==> src/rtl/sar_pkg.sv <==
// Shared constants and FSM encoding for the SAR result read path.
package sar_pkg;

    localparam int SAR_DATA_W  = 12;
    localparam int SPI_FRAME_W = 16;

    localparam int VALID_BIT = SPI_FRAME_W - 1;
    localparam int OVF_BIT   = SPI_FRAME_W - 2;

    typedef logic [1:0] spi_state_t;

    localparam spi_state_t ST_IDLE  = 2'd0;
    localparam spi_state_t ST_LOAD  = 2'd1;
    localparam spi_state_t ST_SHIFT = 2'd2;
    localparam spi_state_t ST_DONE  = 2'd3;

endpackage

==> src/rtl/sar_result_spi_tx_if.sv <==
// SPI pad bundle between an external master and the result transmitter.
interface sar_result_spi_tx_if;

    logic sclk;
    logic cs_n;
    logic miso;
    logic miso_oe;

    modport master (
        output sclk,
        output cs_n,
        input  miso,
        input  miso_oe
    );

    modport slave (
        input  sclk,
        input  cs_n,
        output miso,
        output miso_oe
    );

endinterface

==> src/rtl/sync_fifo.sv <==
// Single-clock FIFO; an extra pointer MSB separates full from empty.
module sync_fifo #(
    parameter int DATA_W = 12,
    parameter int DEPTH  = 4
) (
    input  logic                      clk,
    input  logic                      rst_n,
    input  logic                      push_i,
    input  logic [DATA_W-1:0]         data_i,
    input  logic                      pop_i,
    output logic [DATA_W-1:0]         data_o,
    output logic                      full_o,
    output logic                      empty_o,
    output logic [$clog2(DEPTH):0]    count_o
);

    localparam int AW = $clog2(DEPTH);

    logic [DATA_W-1:0] mem_q [DEPTH];
    logic [AW:0]       wr_ptr_q, wr_ptr_d;
    logic [AW:0]       rd_ptr_q, rd_ptr_d;
    logic              wr_en;
    logic              rd_en;

    assign empty_o = (wr_ptr_q == rd_ptr_q);
    assign full_o  = (wr_ptr_q[AW] != rd_ptr_q[AW]) &&
                     (wr_ptr_q[AW-1:0] == rd_ptr_q[AW-1:0]);
    assign count_o = wr_ptr_q - rd_ptr_q;
    assign data_o  = mem_q[rd_ptr_q[AW-1:0]];

    // Pop frees a slot first, so a push into a full FIFO still lands.
    assign rd_en = pop_i & ~empty_o;
    assign wr_en = push_i & (~full_o | rd_en);

    assign wr_ptr_d = wr_ptr_q + {{AW{1'b0}}, wr_en};
    assign rd_ptr_d = rd_ptr_q + {{AW{1'b0}}, rd_en};

    always_ff @(posedge clk or negedge rst_n) begin
        if (!rst_n) begin
            wr_ptr_q <= '0;
            rd_ptr_q <= '0;
        end else begin
            wr_ptr_q <= wr_ptr_d;
            rd_ptr_q <= rd_ptr_d;
        end
    end

    always_ff @(posedge clk) begin
        if (wr_en) begin
            mem_q[wr_ptr_q[AW-1:0]] <= data_i;
        end
    end

endmodule

==> src/rtl/sar_result_spi_tx.sv <==
// Buffers SAR conversion results and shifts them out as an SPI mode-0 slave.
module sar_result_spi_tx
    import sar_pkg::*;
#(
    parameter int DATA_W  = SAR_DATA_W,
    parameter int DEPTH   = 4,
    parameter int FRAME_W = SPI_FRAME_W
) (
    input  logic                    clk,
    input  logic                    rst_n,
    input  logic [DATA_W-1:0]       result_i,
    input  logic                    done_i,
    sar_result_spi_tx_if.slave      spi,
    output logic [$clog2(DEPTH):0]  fifo_count_o,
    output logic                    data_ready_o,
    output logic                    overflow_o
);

    localparam int VLD   = FRAME_W - 1;
    localparam int OVF   = FRAME_W - 2;
    localparam int CNT_W = $clog2(FRAME_W + 1);

    logic cs_s1_q, cs_s2_q, cs_d_q;
    logic sck_s1_q, sck_s2_q, sck_d_q;
    logic cs_fall, cs_rise, sck_fall;

    spi_state_t         state_q, state_d;
    logic [FRAME_W-1:0] shreg_q, shreg_d;
    logic [CNT_W-1:0]   cnt_q, cnt_d;
    logic               ovf_q, ovf_d;

    logic [FRAME_W-1:0] frame;
    logic [DATA_W-1:0]  head;
    logic               full, empty;
    logic               pop, load, drop;

    sync_fifo #(
        .DATA_W (DATA_W),
        .DEPTH  (DEPTH)
    ) u_fifo (
        .clk     (clk),
        .rst_n   (rst_n),
        .push_i  (done_i),
        .data_i  (result_i),
        .pop_i   (pop),
        .data_o  (head),
        .full_o  (full),
        .empty_o (empty),
        .count_o (fifo_count_o)
    );

    always_ff @(posedge clk or negedge rst_n) begin
        if (!rst_n) begin
            cs_s1_q  <= 1'b1;
            cs_s2_q  <= 1'b1;
            cs_d_q   <= 1'b1;
            sck_s1_q <= 1'b0;
            sck_s2_q <= 1'b0;
            sck_d_q  <= 1'b0;
        end else begin
            cs_s1_q  <= spi.cs_n;
            cs_s2_q  <= cs_s1_q;
            cs_d_q   <= cs_s2_q;
            sck_s1_q <= spi.sclk;
            sck_s2_q <= sck_s1_q;
            sck_d_q  <= sck_s2_q;
        end
    end

    assign cs_fall  = cs_d_q & ~cs_s2_q;
    assign cs_rise  = ~cs_d_q & cs_s2_q;
    assign sck_fall = sck_d_q & ~sck_s2_q;

    always_comb begin
        frame            = '0;
        frame[VLD]       = ~empty;
        frame[OVF]       = ovf_q;
        frame[DATA_W-1:0] = empty ? '0 : head;
    end

    always_comb begin
        state_d = state_q;
        shreg_d = shreg_q;
        cnt_d   = cnt_q;
        pop     = 1'b0;
        load    = 1'b0;
        if (cs_rise) begin
            state_d = ST_IDLE;
        end else begin
            unique case (state_q)
                ST_IDLE: begin
                    if (cs_fall) state_d = ST_LOAD;
                end
                ST_LOAD: begin
                    load    = 1'b1;
                    pop     = ~empty;
                    shreg_d = frame;
                    cnt_d   = '0;
                    state_d = ST_SHIFT;
                end
                ST_SHIFT: begin
                    if (sck_fall) begin
                        shreg_d = {shreg_q[FRAME_W-2:0], 1'b0};
                        cnt_d   = cnt_q + 1'b1;
                        if (cnt_q == CNT_W'(FRAME_W - 1)) state_d = ST_DONE;
                    end
                end
                ST_DONE: begin
                    state_d = ST_DONE;
                end
                default: state_d = ST_IDLE;
            endcase
        end
    end

    // A drop in the load cycle must survive the clear.
    assign drop  = done_i & full & ~pop;
    assign ovf_d = drop ? 1'b1 : (load ? 1'b0 : ovf_q);

    always_ff @(posedge clk or negedge rst_n) begin
        if (!rst_n) begin
            state_q <= ST_IDLE;
            shreg_q <= '0;
            cnt_q   <= '0;
            ovf_q   <= 1'b0;
        end else begin
            state_q <= state_d;
            shreg_q <= shreg_d;
            cnt_q   <= cnt_d;
            ovf_q   <= ovf_d;
        end
    end

    assign spi.miso      = (state_q == ST_SHIFT) & shreg_q[FRAME_W-1];
    assign spi.miso_oe   = ~cs_s2_q;
    assign data_ready_o  = ~empty;
    assign overflow_o    = ovf_q;

endmodule
==> src/flat_wrapper.sv <==
// flat-port wrapper written by rule: the top's interface ports become plain ports
module sar_result_spi_tx_flat import sar_pkg::*;
#(
    parameter int DATA_W  = SAR_DATA_W,
    parameter int DEPTH   = 4,
    parameter int FRAME_W = SPI_FRAME_W
)
  (clk, rst_n, result_i, done_i, fifo_count_o, data_ready_o, overflow_o, spi_sclk, spi_cs_n, spi_miso, spi_miso_oe);
  sar_result_spi_tx_if spi_i ();
  input  logic clk;
  input  logic rst_n;
  input  logic [DATA_W-1:0] result_i;
  input  logic done_i;
  output logic [$clog2(DEPTH):0] fifo_count_o;
  output logic data_ready_o;
  output logic overflow_o;
  input wire logic [$bits(spi_i.sclk)-1:0] spi_sclk;
  input wire logic [$bits(spi_i.cs_n)-1:0] spi_cs_n;
  output wire logic [$bits(spi_i.miso)-1:0] spi_miso;
  output wire logic [$bits(spi_i.miso_oe)-1:0] spi_miso_oe;
  assign spi_i.sclk = spi_sclk;
  assign spi_i.cs_n = spi_cs_n;
  assign spi_miso = spi_i.miso;
  assign spi_miso_oe = spi_i.miso_oe;
  sar_result_spi_tx #(.DATA_W(DATA_W), .DEPTH(DEPTH), .FRAME_W(FRAME_W)) u_core (.clk(clk), .rst_n(rst_n), .result_i(result_i), .done_i(done_i), .spi(spi_i), .fifo_count_o(fifo_count_o), .data_ready_o(data_ready_o), .overflow_o(overflow_o));
endmodule
==> config.mk <==
export PLATFORM = sky130hd
export DESIGN_NAME = sar_result_spi_tx_flat
export DESIGN_NICKNAME = d
export VERILOG_FILES = /design/src/rtl/sar_pkg.sv /design/src/rtl/sar_result_spi_tx_if.sv /design/src/rtl/sync_fifo.sv /design/src/rtl/sar_result_spi_tx.sv /design/src/flat_wrapper.sv
export SDC_FILE = /design/constraint.sdc
export NUM_CORES = 1
export LEC_CHECK = 0
export ABC_AREA = 1
export CAP_MARGIN = 20
export CELL_PAD_IN_SITES_DETAIL_PLACEMENT = 1
export CELL_PAD_IN_SITES_GLOBAL_PLACEMENT = 1
export CORE_MARGIN = 5
export CORE_UTILIZATION = 49
export CTS_BUF_LIST = sky130_fd_sc_hd__clkbuf_8
export DETAILED_ROUTE_END_ITERATION = 8
export PLACE_DENSITY = 0.86
export SLEW_MARGIN = 20
export SYNTH_ARGS = -nofsm -noshare
export SYNTH_HDL_FRONTEND = slang
export SYNTH_HIERARCHICAL = 1
export SYNTH_SLANG_ARGS = --single-unit
==> constraint.sdc <==
create_clock -name clk -period 3 [get_ports clk]
set_input_delay 0.6 -clock clk [delete_from_list [all_inputs] [get_ports clk]]
set_output_delay 0.6 -clock clk [all_outputs]
set_load 0.02 [all_outputs]
==> run metrics, run 1 <==
status complete, no violations; grt ovf 0; HPWL Detailed 4720 µm; CTS tree built; Max Cap Viol 0; # IOs 24; worst flop-to-flop path endpoint u_core/u_fifo/wr_ptr_q[2]; RSZ-0062 raised after global routing no; element type at the critical path end output pin; TritonCTS Buffers 9; Routed WL per cell 16.0 µm; Skew-Pair Late Insertion Delay 0.36 ns; Root Buffer clkbuf_8; most frequent cells in the layout 53 x nand2_1, 48 x edfxtp_1, 38 x nor2_1; initial antenna violation count 0; Post-Syn Instances 310; GPL Wtd Cong 0.765; Worst Path Class, Setup register to output pin; DRT antenna net count 0; CTS clk-pin slew, worst paths 0.10 ns; post-route minimum period 2.86 ns; main flop type after synthesis edfxtp_1; clock skew approximately 0.0097 ns; Final Hold Viols 0; Worst R2R Setup Slack 0.71 ns; Worst Setup SP u_core/u_fifo/wr_ptr_q[0]; clock net sink count 84; M2 GR Usage 0.299; peak supply drop 0.498 mV; TNS Setup 0 ns; post-route design area between 0.004 and 0.005 mm²; worst-path maximum fanout 4; Die W ~95 µm; Die ar. 0.00905 mm²; Post-synth ARST share 0.429; slowest cell delay on critical path 0.62 ns; gr usage total 0.177; top cell type's share of synthesized area 0.406; R2R depth 12; post-layout util 0.573; Synth cell types 25; Rel. slew slack 0.455; worst min path class input port to async pin; worst path arrival time 2.26 ns; WP data required 2.40 ns; placed cell areas 0.00387 mm²; met1 usage 0.215; Port Buffers 23; clk buf depth 2; H-tree levels 3; die height 95.2 µm; final WL about 7000 µm; share of layout cells above drive strength 1 0.107; Setup violations, final 0; Cell Rows 31; syn_nets about 340; number of global-route vias before repair 2,444; Post-synth EDFFs 48; Critical Path, Cell by Cell inv_1 -> ha_1 -> inv_1 -> fa_1 -> xnor2_1 -> clkdlybuf4s50_1; Tcrit/Tclk final 0.953; Yosys reg bits 84; gr busiest metal met2; cell taking the most area after synthesis edfxtp_1; worst path buffer plus inverter count 3; Starting Density 0.498; drt pass-1 iters 4; Core Region 0.00714 mm²; fin nets around 370; most common cell after layout, fill and taps aside nand2_1; antenna cells 0; largest net degree at the start of global routing 37; DRT iter0 DRCs 70; Critical Path Most Common Cell inv_1; startpoint types register; Syn-to-layout area delta 15.1%; RR Startpoint u_core/u_fifo/rd_ptr_q[1]; Vias 2,310; synth warn 6; Residual DRC 0; Crit-path slowest cell clkdlybuf4s50_1; CP top delay family buffers and inverters; Max Slew Vio Count 0; synth top area cells edfxtp_1 41%, dfrtp_1 23%, nand2_1 5.6%; sequential-to-total area share from yosys stat 0.660; syn_area_per_cell ~11 µm²; Pwr Density between 1000 and 1500 mW/mm²; Slew @ Worst Pin 0.818 ns; fmax 350 MHz; synthesized area 0.00355 mm²; GR Util met3 0.0481; via/cell ratio 5.18; first-pass GRT wire length 11,900 µm; Lkg Pwr around 0.0017 µW
## worst max path at each step
| stage | endpoint | depth (start not counted) |
|---|---|---|
| final | fifo_count_o[2] | 6 |
| after global routing | fifo_count_o[2] | 6 |
| after CTS | data_ready_o | 6 |
| after detailed placement | data_ready_o | 6 |
| after global placement | data_ready_o | 6 |
| after floorplan | u_core/u_fifo/mem_q[0][0] | 10 |
## cell usage after synthesis (all sizes together) (3+ instances only)
cell type   n
nand3       9
buf        12
a22oi      11
nor2       39
dfrtp      33
inv        24
o21ai      42
o22ai      12
nand2      55
ha         13
edfxtp     48
dfstp       3
## power breakdown
part	switching (µW)	internal (µW)	total, µW
sequential	164	1560	1720
clock	466	332	798
combinational	1150	669	1820
## stage by stage
stage | setup WS [ns] | instances | total power [µW] | hold slack (ns)
after global placement | 0.568 | 428 | 3430 | 0.347
after floorplan | 0.692 | 310 | 3020 | 0.304
final | 0.141 | 446 | 4340 | 0.326
after CTS | 0.0361 | 444 | 4370 | 0.341
after detailed placement | 0.492 | 428 | 3560 | 0.347
after global routing | 0.0410 | 446 | 4680 | 0.372
## final cells by class
type                       instances  area, µm²
inverter                          24       93.8
tap                               99        124
fill                             779       3050
multi-input combinational        190       1020
clock inverter                     7       76.3
clock buffer                       9        124
timing repair buffer              33        300
sequential                        84       2350
## routing by layer
layer | wire length (µm) | share of wire
met2 | 3660 | 0.51
met5 | 0 | 0
met4 | 80 | 0.011
met1 | 3090 | 0.43
met3 | 302 | 0.042
## what timing repair did
item / CTS / global route
buffers inserted: 0 / 2
gates resized for setup: 0 / 1
setup endpoints to repair: 0 / 1
hold buffers: 0 / 0
hold endpoints to repair: 0 / 0
## flip-flops by register name (all words and copies together) (netlist names)
| register | flops |
|---|---|
| u_core/cnt_q | 5 |
| u_core/cs_d_q | 1 |
| u_core/cs_s1_q | 1 |
| u_core/cs_s2_q | 1 |
| u_core/overflow_o | 1 |
| u_core/sck_d_q | 1 |
| u_core/sck_s1_q | 1 |
| u_core/sck_s2_q | 1 |
| u_core/shreg_q | 16 |
| u_core/state_q | 2 |
| u_core/u_fifo/mem_q | 48 |
| u_core/u_fifo/rd_ptr_q | 3 |
| u_core/u_fifo/wr_ptr_q | 3 |
## kinds of logic (layout without fill, tap and decap cells)
kind of cell             count (synthesis)  count (layout)  synth area share
AND/OR/NAND/NOR                        106             106             0.120
buffers and inverters                   36              73            0.0514
XOR/XNOR                                 3               3           0.00740
AO/OA/AOI/OAI                           67              67             0.110
adder cells (fa/ha/maj)                 14              14            0.0514
flip-flops                              84              84             0.660
(Power assumes the default switching activity.)
==> run 2, diff against run 1 <==
--- a/config.mk
+++ b/config.mk
@@ -14,6 +14,7 @@
 export CTS_BUF_LIST = sky130_fd_sc_hd__clkbuf_8
 export DETAILED_ROUTE_END_ITERATION = 8
 export PLACE_DENSITY = 0.86
+export SKIP_CTS_REPAIR_TIMING = 1
 export SLEW_MARGIN = 20
 export SYNTH_ARGS = -nofsm -noshare
 export SYNTH_HDL_FRONTEND = slang
==> constraint.sdc (replaced) <==
create_clock -name clk -period 3.2 [get_ports clk]
set_input_delay 0.64 -clock clk [delete_from_list [all_inputs] [get_ports clk]]
set_output_delay 0.64 -clock clk [all_outputs]
set_load 0.02 [all_outputs]
==> run metrics, run 2 (synthesis gave the netlist of run 1 again) <==
CTS clk-pin slew, worst paths 0.09 ns; Worst R2R Setup Slack 0.91 ns; Final Hold Viols 0; peak supply drop between 0.4 and 0.5 mV; hold depth 0; Rel. slew slack 0.457; Port Buffers 23; Tcrit/Tclk final 0.900; startpoint types register; clock skew 0.00746 ns; final WL 7400 µm; most frequent cells in the layout 53 x nand2_1, 48 x edfxtp_1, 38 x nor2_1; die height 95.2 µm; Syn-to-layout area delta 14.6%; drt pass-1 iters 4; antenna cells 0; worst path arrival time 2.24 ns; Root Buffer clkbuf_8; largest net degree at the start of global routing 37; Top Layer Used met4; Residual DRC 0; WL met3 282 µm; clock net sink count 84; Starting Density 0.498; grt ovf 0; Worst Path Class, Setup register to output pin; Max Cap Viol 0; WL met2 3820 µm; worst flop-to-flop path endpoint u_core/u_fifo/wr_ptr_q[2]; first-pass GRT wire length 12,500 µm; Cell Rows 31; element type at the critical path end output pin; Max Slew Vio Count 0; GPL Wtd Cong about 0.73; gr usage total 0.184; HPWL Detailed just over 5000 µm; final non-filler cell total 445; Slew @ Worst Pin 0.815 ns; DRT iter0 DRCs 87; Lkg Pwr ~0.0017 µW; TritonCTS Buffers 9; via/cell ratio 5.34; initial antenna violation count 0; most common cell after layout, fill and taps aside nand2_1; Vias 2,376; number of global-route vias before repair between 2,000 and 3,000; CTS tree built; WP data required 2.56 ns; share of layout cells above drive strength 1 0.101; Setup violations, final 0; placed cell areas between 0.003 and 0.004 mm²; H-tree levels 3; status complete, no violations; # IOs 24; Skew-Pair Late Insertion Delay 0.35 ns; worst min path class register to register; Hold Crit Start u_core/cs_s1_q; post-route minimum period around 2.9 ns; Core Region 0.00714 mm²; Largest register FFs 48; TNS Setup 0 ns; placed insts ~430; DRT antenna net count 0; R2R depth 12; hold endpoint u_core/cs_s2_q; Die W about 95 µm; Die ar. 0.00905 mm²; clk buf depth 2; RSZ-0062 raised after global routing no; RR Startpoint u_core/u_fifo/wr_ptr_q[0]; fin nets ~370; post-route design area 0.00407 mm²; Pwr Density 1000 mW/mm²; Routed WL per cell 16.6 µm; worst-path maximum fanout 4; wl on met1 ~3200 µm; fmax 347 MHz; Final Hold Slack 0.361 ns
-- run 2: metrics by stage --
stage	setup slack (ns)	utilization	power, µW
2_1_floorplan	0.892	-	2830
3_3_place_gp	0.748	0.543	3230
3_5_place_dp	0.694	0.543	3350
4_1_cts	0.287	0.571	4120
5_1_grt	0.181	0.571	4390
6_report	0.320	0.571	4070
-- run 2: worst max path at each step --
stage | start | to | slack [ns]
3_3_place_gp | u_core/u_fifo/wr_ptr_q[0] | fifo_count_o[2] | 0.75
5_1_grt | u_core/u_fifo/wr_ptr_q[0] | fifo_count_o[2] | 0.18
2_1_floorplan | u_core/u_fifo/rd_ptr_q[1] | u_core/u_fifo/mem_q[0][0] | 0.89
6_report | u_core/u_fifo/wr_ptr_q[0] | fifo_count_o[2] | 0.32
4_1_cts | u_core/u_fifo/wr_ptr_q[0] | fifo_count_o[2] | 0.29
3_5_place_dp | u_core/u_fifo/wr_ptr_q[0] | fifo_count_o[2] | 0.69
-- run 2: layout make-up --
cell class / instances / area (µm²)
Timing Repair Buffer: 32 / 293
Multi-Input combinational cell: 190 / 1020
Tap cell: 99 / 124
Sequential cell: 84 / 2350
Clock buffer: 9 / 124
Fill cell: 780 / 3060
Inverter: 24 / 90.1
Clock inverter: 7 / 71.3
-- run 2: power breakdown --
group / total (µW) / leakage, µW / internal [µW] / switching, µW
Sequential: 1610 / 0.000887 / 1460 / 146
Combinational: 1720 / 0.000688 / 616 / 1100
Clock: 747 / 0.000102 / 311 / 437
Total: 4070 / 0.00168 / 2390 / 1680
-- run 2: routing by layer --
layer,up-vias,GRT usage
met4,0,0.0661
met3,10,0.0489
met1,1200,0.224
met2,40,0.314
met5,-,0
li1,1126,-
-- run 2: worst max-delay path, stage by stage (launching register included) --
cell and delay (ns):
dfrtp_1 0.41, inv_1 0.11, ha_1 0.16, inv_1 0.05
fa_1 0.38, xnor2_1 0.16, clkdlybuf4s50_1 0.62
